==> src/rtl/instruction_queue_pkg.sv <==
`default_nettype none
// ============================================================================
//  Module   : instruction_queue_pkg
//  Brief    : Shared state encoding and helpers for the instruction queue.
//  Revision : 1.0  initial release
// ============================================================================
package instruction_queue_pkg;

    // Controller states
    localparam logic [1:0] IQ_IDLE  = 2'd0;
    localparam logic [1:0] IQ_RUN   = 2'd1;
    localparam logic [1:0] IQ_DRAIN = 2'd2;

    // 16-bit counter increment that sticks at all-ones
    function automatic logic [15:0] sat_inc16(input logic [15:0] value);
        return (value == 16'hFFFF) ? value : value + 16'd1;
    endfunction

endpackage
`default_nettype wire

==> src/rtl/instruction_queue_if.sv <==
`default_nettype none
// ============================================================================
//  Module   : instruction_queue_if
//  Brief    : Fetch-response and decode handshake bundle of the queue.
//             master = fetch/decode side, slave = the queue itself.
//  Revision : 1.0  initial release
// ============================================================================
interface instruction_queue_if #(
    parameter int DATA_WIDTH   = 32,
    parameter int ADDRESS_BITS = 20
);
    logic                    in_valid;
    logic [DATA_WIDTH-1:0]   in_instruction;
    logic [ADDRESS_BITS-1:0] in_PC;
    logic                    stall;
    logic                    out_valid;
    logic [DATA_WIDTH-1:0]   out_instruction;
    logic [ADDRESS_BITS-1:0] out_PC;
    logic                    decode_ready;

    modport master (
        output in_valid, in_instruction, in_PC, decode_ready,
        input  stall, out_valid, out_instruction, out_PC
    );

    modport slave (
        input  in_valid, in_instruction, in_PC, decode_ready,
        output stall, out_valid, out_instruction, out_PC
    );
endinterface
`default_nettype wire

==> src/rtl/instruction_queue_storage.sv <==
`default_nettype none
// ============================================================================
//  Module   : iq_storage
//  Brief    : Entry array for the instruction queue. One write port, one
//             combinational read port. Data is not reset; validity of an
//             entry is tracked by the controller's count.
//  Revision : 1.0  initial release
// ============================================================================
module iq_storage #(
    parameter int DEPTH_BITS = 2,
    parameter int WIDTH      = 52
) (
    input  wire logic                  clk,
    input  wire logic                  i_wr_en,
    input  wire logic [DEPTH_BITS-1:0] i_wr_addr,
    input  wire logic [WIDTH-1:0]      i_wr_data,
    input  wire logic [DEPTH_BITS-1:0] i_rd_addr,
    output logic      [WIDTH-1:0]      o_rd_data
);
    localparam int c_DEPTH = 1 << DEPTH_BITS;

    logic [WIDTH-1:0] r_mem [c_DEPTH];

    // Write the addressed entry when the controller enqueues
    always_ff @(posedge clk) begin
        if (i_wr_en) begin
            r_mem[i_wr_addr] <= i_wr_data;
        end
    end

    assign o_rd_data = r_mem[i_rd_addr];

endmodule
`default_nettype wire

==> src/rtl/instruction_queue.sv <==
`default_nettype none
// ============================================================================
//  Module   : instruction_queue
//  Brief    : Fetch-to-decode decoupling buffer with early stall, sticky
//             overflow and redirect flush that drops stale fetch responses
//             until the redirect target PC arrives.
//  Revision : 1.0  initial release
// ============================================================================
module instruction_queue
    import instruction_queue_pkg::*;
#(
    parameter int CORE         = 0,
    parameter int DATA_WIDTH   = 32,
    parameter int ADDRESS_BITS = 20,
    parameter int DEPTH_BITS   = 2,
    parameter int SKID         = 2
) (
    input  wire logic                    clock,
    input  wire logic                    reset,
    input  wire logic                    start,
    input  wire logic [ADDRESS_BITS-1:0] program_address,
    input  wire logic                    flush,
    input  wire logic [ADDRESS_BITS-1:0] redirect_target,
    output logic                         overflow,
    output logic      [15:0]             discarded,
    input  wire logic                    report,
    instruction_queue_if.slave           bus
);
    localparam int                  c_DEPTH       = 1 << DEPTH_BITS;
    localparam int                  c_ENTRY_W     = DATA_WIDTH + ADDRESS_BITS;
    localparam logic [DEPTH_BITS:0] c_FULL_COUNT  = (DEPTH_BITS + 1)'(c_DEPTH);
    localparam logic [DEPTH_BITS:0] c_STALL_LEVEL = (DEPTH_BITS + 1)'(c_DEPTH - SKID);

    logic [1:0]              r_state;
    logic [DEPTH_BITS-1:0]   r_rd_ptr;
    logic [DEPTH_BITS-1:0]   r_wr_ptr;
    logic [DEPTH_BITS:0]     r_count;
    logic [ADDRESS_BITS-1:0] r_expected_pc;
    logic                    r_overflow;
    logic [15:0]             r_discarded;

    logic [1:0]              w_state_nxt;
    logic [DEPTH_BITS-1:0]   w_rd_ptr_nxt;
    logic [DEPTH_BITS-1:0]   w_wr_ptr_nxt;
    logic [DEPTH_BITS:0]     w_count_nxt;
    logic [ADDRESS_BITS-1:0] w_expected_pc_nxt;
    logic                    w_overflow_nxt;
    logic [15:0]             w_discarded_nxt;

    logic                    w_full;
    logic                    w_deq;
    logic                    w_redirect;
    logic                    w_enq;
    logic                    w_deq_taken;
    logic [c_ENTRY_W-1:0]    w_head;

    assign w_full     = (r_count == c_FULL_COUNT);
    assign w_deq      = bus.out_valid & bus.decode_ready;
    // A start while already running behaves as a redirect to program_address
    assign w_redirect = (r_state != IQ_IDLE) & (flush | start);

    // Next-state, pointer, count and status computation
    always_comb begin
        w_state_nxt       = r_state;
        w_rd_ptr_nxt      = r_rd_ptr;
        w_wr_ptr_nxt      = r_wr_ptr;
        w_count_nxt       = r_count;
        w_expected_pc_nxt = r_expected_pc;
        w_overflow_nxt    = r_overflow;
        w_discarded_nxt   = r_discarded;
        w_enq             = 1'b0;
        w_deq_taken       = 1'b0;

        if (w_redirect) begin
            w_state_nxt       = IQ_DRAIN;
            w_expected_pc_nxt = flush ? redirect_target : program_address;
            w_rd_ptr_nxt      = '0;
            w_wr_ptr_nxt      = '0;
            w_count_nxt       = '0;
        end else if (start) begin
            w_state_nxt       = IQ_RUN;
            w_expected_pc_nxt = program_address;
        end else begin
            case (r_state)
                IQ_RUN: begin
                    w_enq       = bus.in_valid & (~w_full | w_deq);
                    w_deq_taken = w_deq;
                    if (bus.in_valid & w_full & ~w_deq) begin
                        w_overflow_nxt = 1'b1;
                    end
                end
                IQ_DRAIN: begin
                    if (bus.in_valid) begin
                        if (bus.in_PC == r_expected_pc) begin
                            w_enq       = 1'b1;
                            w_state_nxt = IQ_RUN;
                        end else begin
                            w_discarded_nxt = sat_inc16(r_discarded);
                        end
                    end
                end
                default: begin
                end
            endcase

            if (w_enq) begin
                w_wr_ptr_nxt = r_wr_ptr + 1'b1;
            end
            if (w_deq_taken) begin
                w_rd_ptr_nxt = r_rd_ptr + 1'b1;
            end
            w_count_nxt = r_count + (DEPTH_BITS + 1)'(w_enq) - (DEPTH_BITS + 1)'(w_deq_taken);
        end
    end

    // Control state register with synchronous reset
    always_ff @(posedge clock) begin
        if (reset) begin
            r_state       <= IQ_IDLE;
            r_rd_ptr      <= '0;
            r_wr_ptr      <= '0;
            r_count       <= '0;
            r_expected_pc <= '0;
            r_overflow    <= 1'b0;
            r_discarded   <= '0;
        end else begin
            r_state       <= w_state_nxt;
            r_rd_ptr      <= w_rd_ptr_nxt;
            r_wr_ptr      <= w_wr_ptr_nxt;
            r_count       <= w_count_nxt;
            r_expected_pc <= w_expected_pc_nxt;
            r_overflow    <= w_overflow_nxt;
            r_discarded   <= w_discarded_nxt;
        end
    end

    iq_storage #(
        .DEPTH_BITS (DEPTH_BITS),
        .WIDTH      (c_ENTRY_W)
    ) u_storage (
        .clk       (clock),
        .i_wr_en   (w_enq),
        .i_wr_addr (r_wr_ptr),
        .i_wr_data ({bus.in_instruction, bus.in_PC}),
        .i_rd_addr (r_rd_ptr),
        .o_rd_data (w_head)
    );

    // Head is forced to zero when no valid entry so unwritten storage never leaks out
    assign bus.out_valid       = (r_count != '0) & (r_state != IQ_IDLE);
    assign bus.out_instruction = bus.out_valid ? w_head[c_ENTRY_W-1 -: DATA_WIDTH] : '0;
    assign bus.out_PC          = bus.out_valid ? w_head[ADDRESS_BITS-1:0] : '0;
    assign bus.stall           = (r_count >= c_STALL_LEVEL) | (r_state == IQ_IDLE);
    assign overflow            = r_overflow;
    assign discarded           = r_discarded;

`ifndef SYNTHESIS
    // Status dump on request
    always_ff @(posedge clock) begin
        if (report) begin
            $display("[core %0d] iq state=%0d count=%0d rd=%0d wr=%0d expected_pc=0x%0h head_pc=0x%0h head_inst=0x%0h overflow=%0b discarded=%0d",
                     CORE, r_state, r_count, r_rd_ptr, r_wr_ptr, r_expected_pc,
                     bus.out_PC, bus.out_instruction, r_overflow, r_discarded);
        end
    end
`endif

endmodule
`default_nettype wire

==> src/flat_wrapper.sv <==
// flat-port wrapper written by rule: the top's interface ports become plain ports
module instruction_queue_flat import instruction_queue_pkg::*;
#(
    parameter int CORE         = 0,
    parameter int DATA_WIDTH   = 32,
    parameter int ADDRESS_BITS = 20,
    parameter int DEPTH_BITS   = 2,
    parameter int SKID         = 2
)
  (clock, reset, start, program_address, flush, redirect_target, overflow, discarded, report, bus_in_valid, bus_in_instruction, bus_in_PC, bus_decode_ready, bus_stall, bus_out_valid, bus_out_instruction, bus_out_PC);
  instruction_queue_if #(.DATA_WIDTH(DATA_WIDTH), .ADDRESS_BITS(ADDRESS_BITS)) bus_i ();
  input  wire logic clock;
  input  wire logic reset;
  input  wire logic start;
  input  wire logic [ADDRESS_BITS-1:0] program_address;
  input  wire logic flush;
  input  wire logic [ADDRESS_BITS-1:0] redirect_target;
  output logic overflow;
  output logic      [15:0] discarded;
  input  wire logic report;
  input wire logic [$bits(bus_i.in_valid)-1:0] bus_in_valid;
  input wire logic [$bits(bus_i.in_instruction)-1:0] bus_in_instruction;
  input wire logic [$bits(bus_i.in_PC)-1:0] bus_in_PC;
  input wire logic [$bits(bus_i.decode_ready)-1:0] bus_decode_ready;
  output wire logic [$bits(bus_i.stall)-1:0] bus_stall;
  output wire logic [$bits(bus_i.out_valid)-1:0] bus_out_valid;
  output wire logic [$bits(bus_i.out_instruction)-1:0] bus_out_instruction;
  output wire logic [$bits(bus_i.out_PC)-1:0] bus_out_PC;
  assign bus_i.in_valid = bus_in_valid;
  assign bus_i.in_instruction = bus_in_instruction;
  assign bus_i.in_PC = bus_in_PC;
  assign bus_i.decode_ready = bus_decode_ready;
  assign bus_stall = bus_i.stall;
  assign bus_out_valid = bus_i.out_valid;
  assign bus_out_instruction = bus_i.out_instruction;
  assign bus_out_PC = bus_i.out_PC;
  instruction_queue #(.CORE(CORE), .DATA_WIDTH(DATA_WIDTH), .ADDRESS_BITS(ADDRESS_BITS), .DEPTH_BITS(DEPTH_BITS), .SKID(SKID)) u_core (.clock(clock), .reset(reset), .start(start), .program_address(program_address), .flush(flush), .redirect_target(redirect_target), .overflow(overflow), .discarded(discarded), .report(report), .bus(bus_i));
endmodule
==> config.mk <==
export PLATFORM = sky130hd
export DESIGN_NAME = instruction_queue_flat
export DESIGN_NICKNAME = d
export VERILOG_FILES = /design/src/rtl/instruction_queue_pkg.sv /design/src/rtl/instruction_queue_if.sv /design/src/rtl/instruction_queue_storage.sv /design/src/rtl/instruction_queue.sv /design/src/flat_wrapper.sv
export SDC_FILE = /design/constraint.sdc
export NUM_CORES = 1
export LEC_CHECK = 0
export BUFFER_PORTS_ARGS = -buffer_cell sky130_fd_sc_hd__buf_2
export CORE_UTILIZATION = 35
export CTS_CLUSTER_SIZE = 8
export DETAILED_ROUTE_END_ITERATION = 16
export SYNTH_ARGS = -nofsm -noshare
export SYNTH_HDL_FRONTEND = slang
export SYNTH_SLANG_ARGS = --single-unit
==> constraint.sdc <==
create_clock -name clock -period 4.1 [get_ports clock]
set_input_delay 1.025 -clock clock [delete_from_list [all_inputs] [get_ports clock]]
set_output_delay 1.025 -clock clock [all_outputs]
set_load 0.1 [all_outputs]
**Word level (Yosys, flattened, before mapping)**

Memories as Yosys holds them, arrays and structs flattened. A register that Yosys moved wholly into a read port is not among the register bits.
Cells that the tools add are included.

- Word-level logic and storage cells: 76
- Input port bits: 99
- Output and inout port bits: 71
- Memories: 1
- Flip-flop bits (word level): 46
- Bits in writable memories: 208

- Reductions and logical operators: 17
- Multiplexer cells: 24
- Equality and inequality tests: 5
- $add $sub $neg: 5
- $lt $le $gt $ge: 1
- Bitwise operators: 15

Memory list:

| name | words | width | read ports | clocked after memory_dff | wr ports | line | text |
|---|---|---|---|---|---|---|---|
| u_core.u_storage.r_mem | 4 | 52 | 1 | 1 | 1 | instruction_queue_storage.sv:22 | `logic [WIDTH-1:0] r_mem [c_DEPTH];` |

Operator list:

| operator | count |
|---|---|
| $mux W20 | 4 |
| $mux W32 | 1 |
| $eq A20 B20 Y1 | 1 |
| $add A16 B1 Y16 const B | 1 |
| $eq A16 B16 Y1 const B | 1 |
| $mux W2 | 7 |
| $reduce_bool A3 Y1 | 4 |
| $mux W1 | 11 |
| $reduce_bool A2 Y1 | 5 |
| $and A1 B1 Y1 | 6 |
| $not A1 Y1 | 6 |
| $reduce_and A3 Y1 | 2 |
| $reduce_and A6 Y1 | 1 |
| $add A2 B1 Y2 const B | 2 |
| $reduce_and A2 Y1 | 2 |
| $reduce_and A4 Y1 | 1 |
| $add A3 B1 Y3 | 1 |
| $eq A3 B3 Y1 const B | 1 |
| $ge A3 B2 Y1 const B | 1 |
| $or A1 B1 Y1 | 3 |
| $sub A3 B1 Y3 | 1 |
| $eq A2 B1 Y1 const B | 1 |
| $eq A2 B2 Y1 const B | 1 |
| $logic_not A2 Y1 | 1 |
| other kinds (2) | 2 |

**Depth between registers and ports, before layout**

Gate-level depths: netlist of run 1.

- Depth in word-level cells: 12
- Depth in mapped cells: 12
- Gate-level depth less buffers: 12

**Cells and area by module**

Synthesis of run 1 repeated with hierarchy kept, for this count alone.

- Cell total of the unflattened synthesis: 616
- Area, all modules: 10417.5 um2

Modules (own cells, without submodules):

| module | cells an instance | area an instance (um2) | seq. area each (um2) | times used |
|---|---|---|---|---|
| iq_storage | 276 | 7596.0 | 6246.0 | 1 |
| instruction_queue | 340 | 2821.5 | 920.9 | 1 |

**Worst setup path after synthesis of run 1**

Ideal clock, no wire load.

- Path type: register to output
- From: register u_core.r_state[0]
- To: output port bus_out_instruction[22]
- Arrival time: 2914 ps
- Path buffers: 1
- Required time: 3075 ps
- Slack: 161 ps
- Cell stages (with the launch flop): 7
- Cells stage by stage: dfxtp_1 inv_1 ha_1 or2_2 inv_1 clkbuf_1 and2_1

- Word-level cells in the longest chain between the ends: 3

Ends and longest elaborated chain:

| what | line | text |
|---|---|---|
| from (decl) | instruction_queue.sv:34 | `logic [1:0] r_state;` |
| from (signal assigned) | instruction_queue.sv:127 | `r_state <= w_state_nxt;` |
| $reduce_bool A2 Y1 | instruction_queue.sv:150 | `assign bus.out_valid = (r_count != '0) & (r_state != IQ_IDLE);` |
| $and A1 B1 Y1 | instruction_queue.sv:150 |  |
| via bus_out_valid | flat_wrapper.sv:26 | `output wire logic [$bits(bus_i.out_valid)-1:0] bus_out_valid;` |
| $mux W32 | instruction_queue.sv:151 | `assign bus.out_instruction = bus.out_valid ? w_head[c_ENTRY_W-1 -: DATA_WIDTH] : '0;` |
| to (decl) | flat_wrapper.sv:27 | `output wire logic [$bits(bus_i.out_instruction)-1:0] bus_out_instruction;` |

The timed path passes the listed nets, and every way through them passes these cells.

**Final worst setup path of run 1**

- From: register u_core.r_state[0]
- To: output port bus_out_instruction[13]

- Word-level cells in the longest chain between the ends: 3

Ends and longest elaborated chain:

| what | line |
|---|---|
| $reduce_bool A2 Y1 | instruction_queue.sv:150 |
| $and A1 B1 Y1 | instruction_queue.sv:150 |
| $mux W32 | instruction_queue.sv:151 |

Every way passes these cells.

==> results of run 1 <==
## area by class of cell
type	count	area share, %
sequential	256	55.5
multi-input combinational	332	24.0
timing repair buffer	183	7.91
clock buffer	48	7.68
tap	390	3.76
clock inverter	4	0.664
inverter	14	0.404
antenna	4	0.0770
## power by group
group / switching, mW / internal [mW] / leakage, nW / total, mW
Clock: 1.06 / 1.76 / 0.527 / 2.82
Combinational: 0.337 / 0.147 / 1.91 / 0.485
Sequential: 0.0302 / 2.87 / 2.27 / 2.90
Total: 1.43 / 4.78 / 4.71 / 6.20
## Yosys cell counts (all sizes together) (2+ instances only)
| master | instances |
|---|---|
| a211oi | 21 |
| a21oi | 9 |
| a31o | 3 |
| and2 | 52 |
| and3 | 6 |
| buf | 12 |
| clkbuf | 22 |
| dfxtp | 48 |
| edfxtp | 208 |
| ha | 11 |
| inv | 14 |
| mux2 | 9 |
| mux2i | 22 |
| mux4 | 52 |
| nand2 | 10 |
| nand2b | 6 |
| nand3 | 5 |
| nand4 | 10 |
| nor2 | 52 |
| nor2b | 9 |
| nor3 | 7 |
| nor3b | 2 |
| o21ai | 2 |
| or2 | 2 |
| or3 | 3 |
| xnor2 | 22 |
| xor2 | 2 |
## final timing paths
check,start,to,slack (ps),cells past startpoint
worst max-delay path,u_core.r_state[0],bus_out_instruction[13],410,7
worst min-delay path,u_core.overflow,u_core.overflow,490,1
worst max register to register,u_core.r_expected_pc[6],u_core.r_count[2],1340,11
worst min register to register,u_core.overflow,u_core.overflow,490,1
## per-layer routing
metal / share of wire, % / GRT usage, % / up-vias
met3: 7.2 / 4.52 / 45
met5: 0.096 / 0 / -
met4: 1.9 / 4.71 / 4
li1: - / - / 2816
met1: 45 / 19.5 / 2930
met2: 46 / 23.9 / 187
## worst max-delay path, stage by stage, from the launching register on
cell and delay (ps):
dfxtp_1 350, inv_1 80, ha_1 260, or2_2 350
inv_2 200, buf_4 270, and2_1 190, buf_2 430
## logic make-up (layout without fill, tap and decap cells)
group | count (synthesis) | count (layout) | synth area share (%)
AO/OA/AOI/OAI | 45 | 45 | 3.22
AND/OR/NAND/NOR | 168 | 168 | 8.66
adder cells (fa/ha/maj) | 12 | 12 | 1.50
flip-flops | 256 | 256 | 68.5
multiplexers | 83 | 83 | 14.2
other | 0 | 4 | 0
buffers and inverters | 48 | 249 | 1.86
XOR/XNOR | 24 | 24 | 2.00
## sequential cells by signal (all words and copies together), names as in the netlist, named ones only
signal and flops:
u_core.r_count 3, u_core.r_wr_ptr 2, u_core.r_state 2, u_core.r_rd_ptr 2, u_core.discarded 16, u_core.u_storage.r_mem 208
u_core.overflow 1, u_core.r_expected_pc 20
## per-stage QoR
stage                     hold slack, ps  total power [mW]
final                                486              6.20
after global routing                 526              6.43
after CTS                            488              6.29
after detailed placement             468              3.44
after global placement               462              3.43
after floorplan                      467              3.27
==> results.md, run 1 <==
- Status: completed
- Final Util: a little over two fifths
- Power per standard cell area: approximately 480 nW/um^2
- Global route overflow: 0
- WL per Instance: 18.6 um
- Clk sinks: between 200 and 300
- Post-synth ARST share: 0%
- Crit share post-route: 90.0%
- Setup-failing EPs final: 0
- Leak pwr: 4.71 nW
- Placed cell areas: roughly 12,000 um^2
- H-tree Lvls: 2
- First-pass GRT wire length: 34.9 mm
- Worst path arrival time: 2660 ps
- Vias per cell: about 5
- Syn Nets: ~750
- Proportion of netlist area held by the largest area contributor: 59.4%
- Mean Syn Cell Area: between 15 and 20 um^2
- Num CTS Buffers: 38
- Placed cell count: 1,175
- Die height: around 180 um
- Die boundary width: 175 um
- Largest area contributor in the netlist: edfxtp_1
- Clock Skew: around 19 ps
- # DRC: 0
- WS Path Type: flop to output port
- Port Buffers: about 170
- Root Buffer: clkbuf_16
- Max cap viols: 0
- CTS tree: yes
- Initial antenna violation count: 6
- Share of layout cells above drive strength 1: a little over a third
- Vias: about 6,000
- Critical Path RT: just over 3000 ps
- Nets@finish: between 900 and 1,000
- Clk_lat worst skew: approximately 520 ps
- Iter 0 DRT Violations: between 300 and 400
- Cell area after synthesis: 10,500 um^2
- Synth area leaders: edfxtp_1 (59%), mux4_2 (11%), dfxtp_1 (9.1%), and2_1 (3.1%), mux2i_1 (2.1%)
- RePlAce Congestion: roughly 0.76
- Largest net degree at the start of global routing: 53
- Filler instances: 2,701
- Worst-path clk slew: about 50 ps
- Drt pass-1 iters: 4
- Final wirelength: 22.9 mm
- Minimum clock period: ~3700 ps
- Post-CTS setup repair buffer count: 0
- Seq cells post-synth: 256
- Hold Buf Count CTS: 0
- Final Non-Filler Cells: 1,231
- Sequential fraction of the synthesis area: about two thirds
- Vias in the first global route: roughly 6,100
- Netlist cell types: 50
- CTS max path bufs: 3
- Number of synthesized flops with an enable pin: approximately 210
- Fin. max-slew vios: 0
- Commonest non-fill, non-tap cell in the layout: edfxtp_1
- Multi-input logic area: ~3100 um^2
- Fin area: around 13,000 um^2
- IO Pins: between 150 and 200
- DPL Wire Length: 14.7 mm
- Most frequent cells in the layout: edfxtp_1 (208), buf_2 (168), nor2_1 (52), mux4_2 (52), and2_1 (52)
- Min-delay worst type: flop to flop
- Register area: slightly above 7000 um^2
- Max VDD drop: roughly 270 uV
- Synthesis-to-finish area growth: 23.6%
- Setup TNS: 0 ps
- Ys Warns: 0
- Synth Flop Type: edfxtp_1
- Post-DRT Antenna Nets: 0
- Critical Path Sink Type: output port
- Measured slew at the worst slew-check pin: around 740 ps
- Area of the die: slightly above 30,000 um^2
- Dpl ws: between 400 and 500 ps
- Tot GR Track Use: 15.0%
- Core area: between 20,000 and 30,000 um^2
- RSZ-0062 raised after global routing: no
- Mapped Cells: approximately 640
- Peak Freq: 271 MHz
- Row count: between 60 and 70
- CP max FO: 17
- PostCTS Resize Cnt: 0
- Relative slew slack: roughly half
- Final-report hold violation count: 0
- Crit path launch type: flop
- PnR worst setup slack: approximately 400 ps
- Initial Util: approximately 35%
Power figures use the tool's default switching activity.
==> run 2, diff against run 1 <==
--- a/config.mk
+++ b/config.mk
@@ -7,6 +7,7 @@
 export LEC_CHECK = 0
 export BUFFER_PORTS_ARGS = -buffer_cell sky130_fd_sc_hd__buf_2
 export CORE_UTILIZATION = 35
+export CTS_BUF_LIST = sky130_fd_sc_hd__clkbuf_8
 export CTS_CLUSTER_SIZE = 8
 export DETAILED_ROUTE_END_ITERATION = 16
 export SYNTH_ARGS = -nofsm -noshare
==> run 2 against run 1 <==
Against the previous run:
- cell area fell by 2.3%
- worst hold slack improved by 4.1 ps
- via count grew 0.64%
- critical path depth did not move
- sequential share of layout area is 1.3 points higher
- wire length up 0.32%
- largest power group unchanged
- die area stayed put
- clock skew is 8.2 ps higher
- sequential power about the same
- final cell count is 2.2% higher
- largest cell class unchanged
- global-route usage about the same
- worst setup slack got worse by 34 ps
==> results.md, run 2 (synthesis gave the netlist of run 1 again) <==
- Worst Hold Depth: 1
- Vias in the first global route: around 6,200
- Cell breakdown of the critical path: inv_1, ha_1, or2_2, inv_2, buf_4, and2_1, buf_2
- CTS tree: yes
- Crit path launch type: flop
- Power per standard cell area: around 430 nW/um^2
- Row count: 63
- # DRC: 0
- Iter 0 DRT Violations: 253
- Seq pwr share: 53.2%
- Critical Path Sink Type: output port
- Vias: about 6,000
- Fin. max-slew vios: 0
- Sw frac: between 20% and 30%
- WS Path Type: flop to output port
- Clk sinks: around 260
- R2r startpoint: u_core.r_expected_pc[6]
- Port Buffers: approximately 170
- DPL Wire Length: around 15 mm
- Largest Register: u_core.u_storage.r_mem
- Largest net degree at the start of global routing: 53
- IO Pins: 170
- Num CTS Buffers: 44
- Worst reg-to-reg setup slack: 1310 ps
- Area of the die: roughly 30,000 um^2
- First-pass GRT wire length: 34.9 mm
- Status: completed
- Clock Skew: between 20 and 30 ps
- Max reg flops: around 210
- Die height: 175 um
- Max VDD drop: approximately 200 uV
- Setup TNS: 0 ps
- Post-CTS setup repair buffer count: 0
- Relative slew slack: around half
- Critical Path RT: just over 3000 ps
- Die boundary width: approximately 180 um
- Peak Freq: 269 MHz
- Crit-path max cell delay: ~430 ps
- PostCTS Resize Cnt: 0
- Final Non-Filler Cells: about 1,300
- R2R Path End: u_core.r_count[2]
- Clk_lat worst skew: 550 ps
- Nets@finish: roughly 940
- Initial Util: 35.5%
- Min-delay worst type: flop to flop
- Leak pwr: 4.65 nW
- Crit share post-route: 90.8%
- CTS max path bufs: 3
- Measured slew at the worst slew-check pin: 755 ps
- H-tree Lvls: 2
- Max cap viols: 0
- Combinational share of power: roughly 9%
- Slowest-stage cell, CP: buf_2
- Final-report hold violation count: 0
- Clock power frac: a little under two fifths
- RePlAce Congestion: between 0.7 and 0.8
- Worst-case reg-to-reg path depth: 11
- Most frequent cells in the layout: edfxtp_1 (208), buf_2 (168), nor2_1 (52), mux4_2 (52), and2_1 (52)
- Share of layout cells above drive strength 1: around 36%
- Drt pass-1 iters: 4
- PnR worst setup slack: 377 ps
- Global route overflow: 0
- Tot GR Track Use: 15.0%
- Vias per cell: 4.79
- Worst path arrival time: roughly 2700 ps
- Hold Crit Start: u_core.overflow
- Core area: 29,600 um^2
- Root Buffer: clkbuf_8
- RSZ-0062 raised after global routing: no
- Placed cell count: between 1,000 and 1,500
- Dpl ws: about 460 ps
- Minimum clock period: between 3000 and 4000 ps
- Commonest non-fill, non-tap cell in the layout: edfxtp_1
- Synthesis-to-finish area growth: 20.7%
- WL per Instance: roughly 18 um
- Final wirelength: around 23 mm
- Worst setup startpoint: u_core.r_state[0]
- Setup-failing EPs final: 0
- Worst Hold Endpoint: u_core.overflow
- Initial antenna violation count: 6
- Post-DRT Antenna Nets: 0
- Worst-path clk slew: 60 ps
- Cell-internal power: 4.08 mW
- Hold Buf Count CTS: 0
- CP max FO: 17
- Switch Pwr: between 1 and 1.5 mW
- Filler instances: about 2,700
[run 2: changes by cell type in the layout (fill, tap and decap cells not counted), sizes merged]
cell	delta
clkbuf	-4
clkinv	+14
inv	+17
[run 2: worst max path at each step]
stage / endpoint / slack [ps] / cells past startpoint
after floorplan: bus_out_instruction[22] / 160 / 6
after global placement: u_core.r_count[2] / 530 / 12
after detailed placement: u_core.r_count[2] / 460 / 12
after CTS: bus_out_PC[0] / 280 / 7
after global routing: bus_out_instruction[13] / 170 / 7
final: bus_out_instruction[13] / 380 / 7
[run 2: power groups by stage]
stage                     combinational, mW  sequential, mW  clock, mW
after floorplan                       0.336            2.94          0
after global placement                0.487            2.94          0
after detailed placement              0.492            2.95          0
after CTS                             0.494            2.89       2.13
after global routing                  0.523            2.90       2.24
final                                 0.484            2.89       2.06
[run 2: stage by stage]
step	power (mW)	hold slack [ps]	utilization [%]	area, um^2
finish	5.43	490	42.8	12700
global placement	3.43	462	40.2	11900
floorplan	3.27	467	-	10500
global route	5.66	529	42.8	12700
CTS	5.51	491	42.8	12700
detailed placement	3.44	468	40.2	11900
[run 2: routing by layer]
metal,up-vias,GRT usage (%),wire [um]
met2,198,24.3,10700
met1,2939,19.2,10100
met5,-,0,22
met4,4,4.49,412
met3,49,4.85,1820
li1,2830,-,-
[run 2: cell type report]
class / count / area [um^2] / share of cell area (%)
sequential: 256 / 7210 / 56.8
multi-input combinational: 332 / 3120 / 24.6
timing repair buffer: 183 / 1030 / 8.10
clock buffer: 44 / 606 / 4.77
tap: 390 / 488 / 3.84
clock inverter: 35 / 180 / 1.42
inverter: 14 / 52.6 / 0.414
antenna: 4 / 10.0 / 0.0788
[run 2: critical path, delay by kind of cell (launching register included)]
family	cells	cell delay, ps
adders and majority gates	1	260
buffers and inverters	4	1010
DFF	1	350
and+or+nand+nor	2	540
==> run 3, diff against run 2 <==
--- a/config.mk
+++ b/config.mk
@@ -10,6 +10,7 @@
 export CTS_BUF_LIST = sky130_fd_sc_hd__clkbuf_8
 export CTS_CLUSTER_SIZE = 8
 export DETAILED_ROUTE_END_ITERATION = 16
+export REMOVE_ABC_BUFFERS = 1
 export SYNTH_ARGS = -nofsm -noshare
 export SYNTH_HDL_FRONTEND = slang
 export SYNTH_SLANG_ARGS = --single-unit
==> run 3 against run 2 <==
Against the previous run:
- clock-buffer cell count up 2
- critical path depth unchanged
- worst hold slack better by 7.5 ps
- largest power group unchanged
==> results.md, run 3 (synthesis gave the netlist of run 1 again) <==
- Setup TNS: 0 ps
- Cell breakdown of the critical path: inv_1, ha_1, or2_2, inv_2, buf_12, and2_1, buf_2
- Row count: 63
- Initial antenna violation count: 2
- RSZ-0062 raised after global routing: no
- DPL Wire Length: ~14 mm
- Relative slew slack: 40.3%
- Vias per cell: around 4.8
- Placed cell count: between 1,000 and 1,500
- Leak pwr: about 4.7 nW
- Hold Buf Count CTS: 0
- Top cell family by delay on the critical path: buffers and inverters
- Drt pass-1 iters: 4
- Worst path arrival time: 2720 ps
- Final Non-Filler Cells: about 1,300
- Iter 0 DRT Violations: ~360
- Dpl ws: between 400 and 500 ps
- Worst Hold Depth: 1
- WS Path Type: flop to output port
- Final wirelength: about 22 mm
- Power per standard cell area: around 430 nW/um^2
- Total stage count of the critical path: 7
- Die height: ~180 um
- Status: completed
- WL per Instance: ~18 um
- Diodes inserted: 0
- Tot GR Track Use: between 10 and 15%
- Clk_lat worst skew: ~550 ps
- Most frequent cells in the layout: edfxtp_1 (208), buf_2 (168), nor2_1 (52), mux4_2 (52), and2_1 (52)
- Initial Util: ~35%
- Clock Skew: between 20 and 30 ps
- Final-report hold violation count: 0
- Fin. max-slew vios: 0
- Share of layout cells above drive strength 1: between 30% and 40%
- Setup-failing EPs final: 0
- Area of the die: between 30,000 and 40,000 um^2
- Nets@finish: between 900 and 1,000
- Min-delay worst type: flop to flop
- Measured slew at the worst slew-check pin: around 900 ps
- Worst-case reg-to-reg path depth: 11
- Port Buffers: between 150 and 200
- Global route overflow: 0
- RePlAce Congestion: a little over 0.7
- Worst-path clk slew: approximately 60 ps
- Largest net degree at the start of global routing: 53
- Root Buffer: clkbuf_8
- First-pass GRT wire length: 35.1 mm
- CTS tree: yes
- # DRC: 0
- Crit share post-route: 91.4%
- Crit path launch type: flop
- Crit-path max cell delay: ~430 ps
- Post-DRT Antenna Nets: 0
- Power, Total: between 5 and 6 mW
- Final Util: between 40% and 50%
- Critical Path RT: 3070 ps
- Max reg flops: 208
- CP max FO: 29
- CP bufs+invs: 4
- Clk sinks: around 260
- Slowest-stage cell, CP: buf_2
- Filler instances: 2,717
- Critical Path Sink Type: output port
- Commonest non-fill, non-tap cell in the layout: edfxtp_1
- Minimum clock period: 3750 ps
- Die boundary width: approximately 180 um
- Num CTS Buffers: between 40 and 50
- Peak Freq: ~270 MHz
- Synthesis-to-finish area growth: 21.0%
- Max cap viols: 0
- Vias: 6,047
- PnR worst setup slack: between 300 and 400 ps
- H-tree Lvls: 2
- IO Pins: between 150 and 200
- Post-CTS setup repair buffer count: 0
- CTS max path bufs: 3
- Max VDD drop: 184 uV
- PostCTS Resize Cnt: 0
- Core area: about 30,000 um^2
- Largest Register: u_core.u_storage.r_mem
- Vias in the first global route: 6,247
==> run 3: cell count changes in the layout (fill, tap and decap cells not counted), sizes merged <==
cell	delta
diode	-4
inv	+1
clkinv	-2
buf	+1
clkbuf	+2
==> run 3: through the flow <==
stage	hold slack [ps]	cell area (um^2)
after floorplan	467	10400
after global placement	490	11900
after detailed placement	480	11900
after CTS	500	12700
after global routing	528	12700
final	497	12700
==> run 3: path summary, 6_finish.rpt <==
| kind | slack, ps | from | endpoint |
|---|---|---|---|
| min reg2reg | 500 | u_core.overflow | u_core.overflow |
| max | 350 | u_core.r_state[0] | bus_out_PC[14] |
| min | 500 | u_core.overflow | u_core.overflow |
| max reg2reg | 1270 | u_core.r_expected_pc[12] | u_core.r_count[2] |
==> run 3: power by group <==
part / total (mW) / internal, mW / switching, mW
Combinational: 0.483 / 0.146 / 0.337
Clock: 2.11 / 1.11 / 1.00
Sequential: 2.89 / 2.86 / 0.0250
Total: 5.48 / 4.12 / 1.36
==> run 3: area by class of cell <==
class | instances | area (um^2) | share of cell area (%)
Timing Repair Buffer | 184 | 1040 | 8.14
Clock buffer | 46 | 633 | 4.98
Inverter | 14 | 52.6 | 0.413
Tap cell | 390 | 488 | 3.84
Sequential cell | 256 | 7210 | 56.7
Multi-Input combinational cell | 332 | 3120 | 24.5
Clock inverter | 34 | 178 | 1.40
==> run 3: per-layer routing <==
| layer | GRT usage [%] | vias to the layer above | routed length (um) | share of wire (%) |
|---|---|---|---|---|
| li1 | - | 2836 | - | - |
| met2 | 24.0 | 165 | 10500 | 47 |
| met4 | 3.95 | 4 | 397 | 1.8 |
| met1 | 19.6 | 2999 | 9980 | 44 |
| met3 | 4.20 | 43 | 1560 | 6.9 |
| met5 | 0 | - | 23 | 0.10 |
==> run 3: worst reg2reg max path, cell delays in order, from the launching register on <==
cell,delay [ps]
dfxtp_1,320
xnor2_1,190
nand4_1,240
nor3_2,410
a21boi_0,250
nor2_1,310
ha_1,210
inv_1,50
fa_1,370
xor2_1,160
nor2_1,60
a211oi_1,170
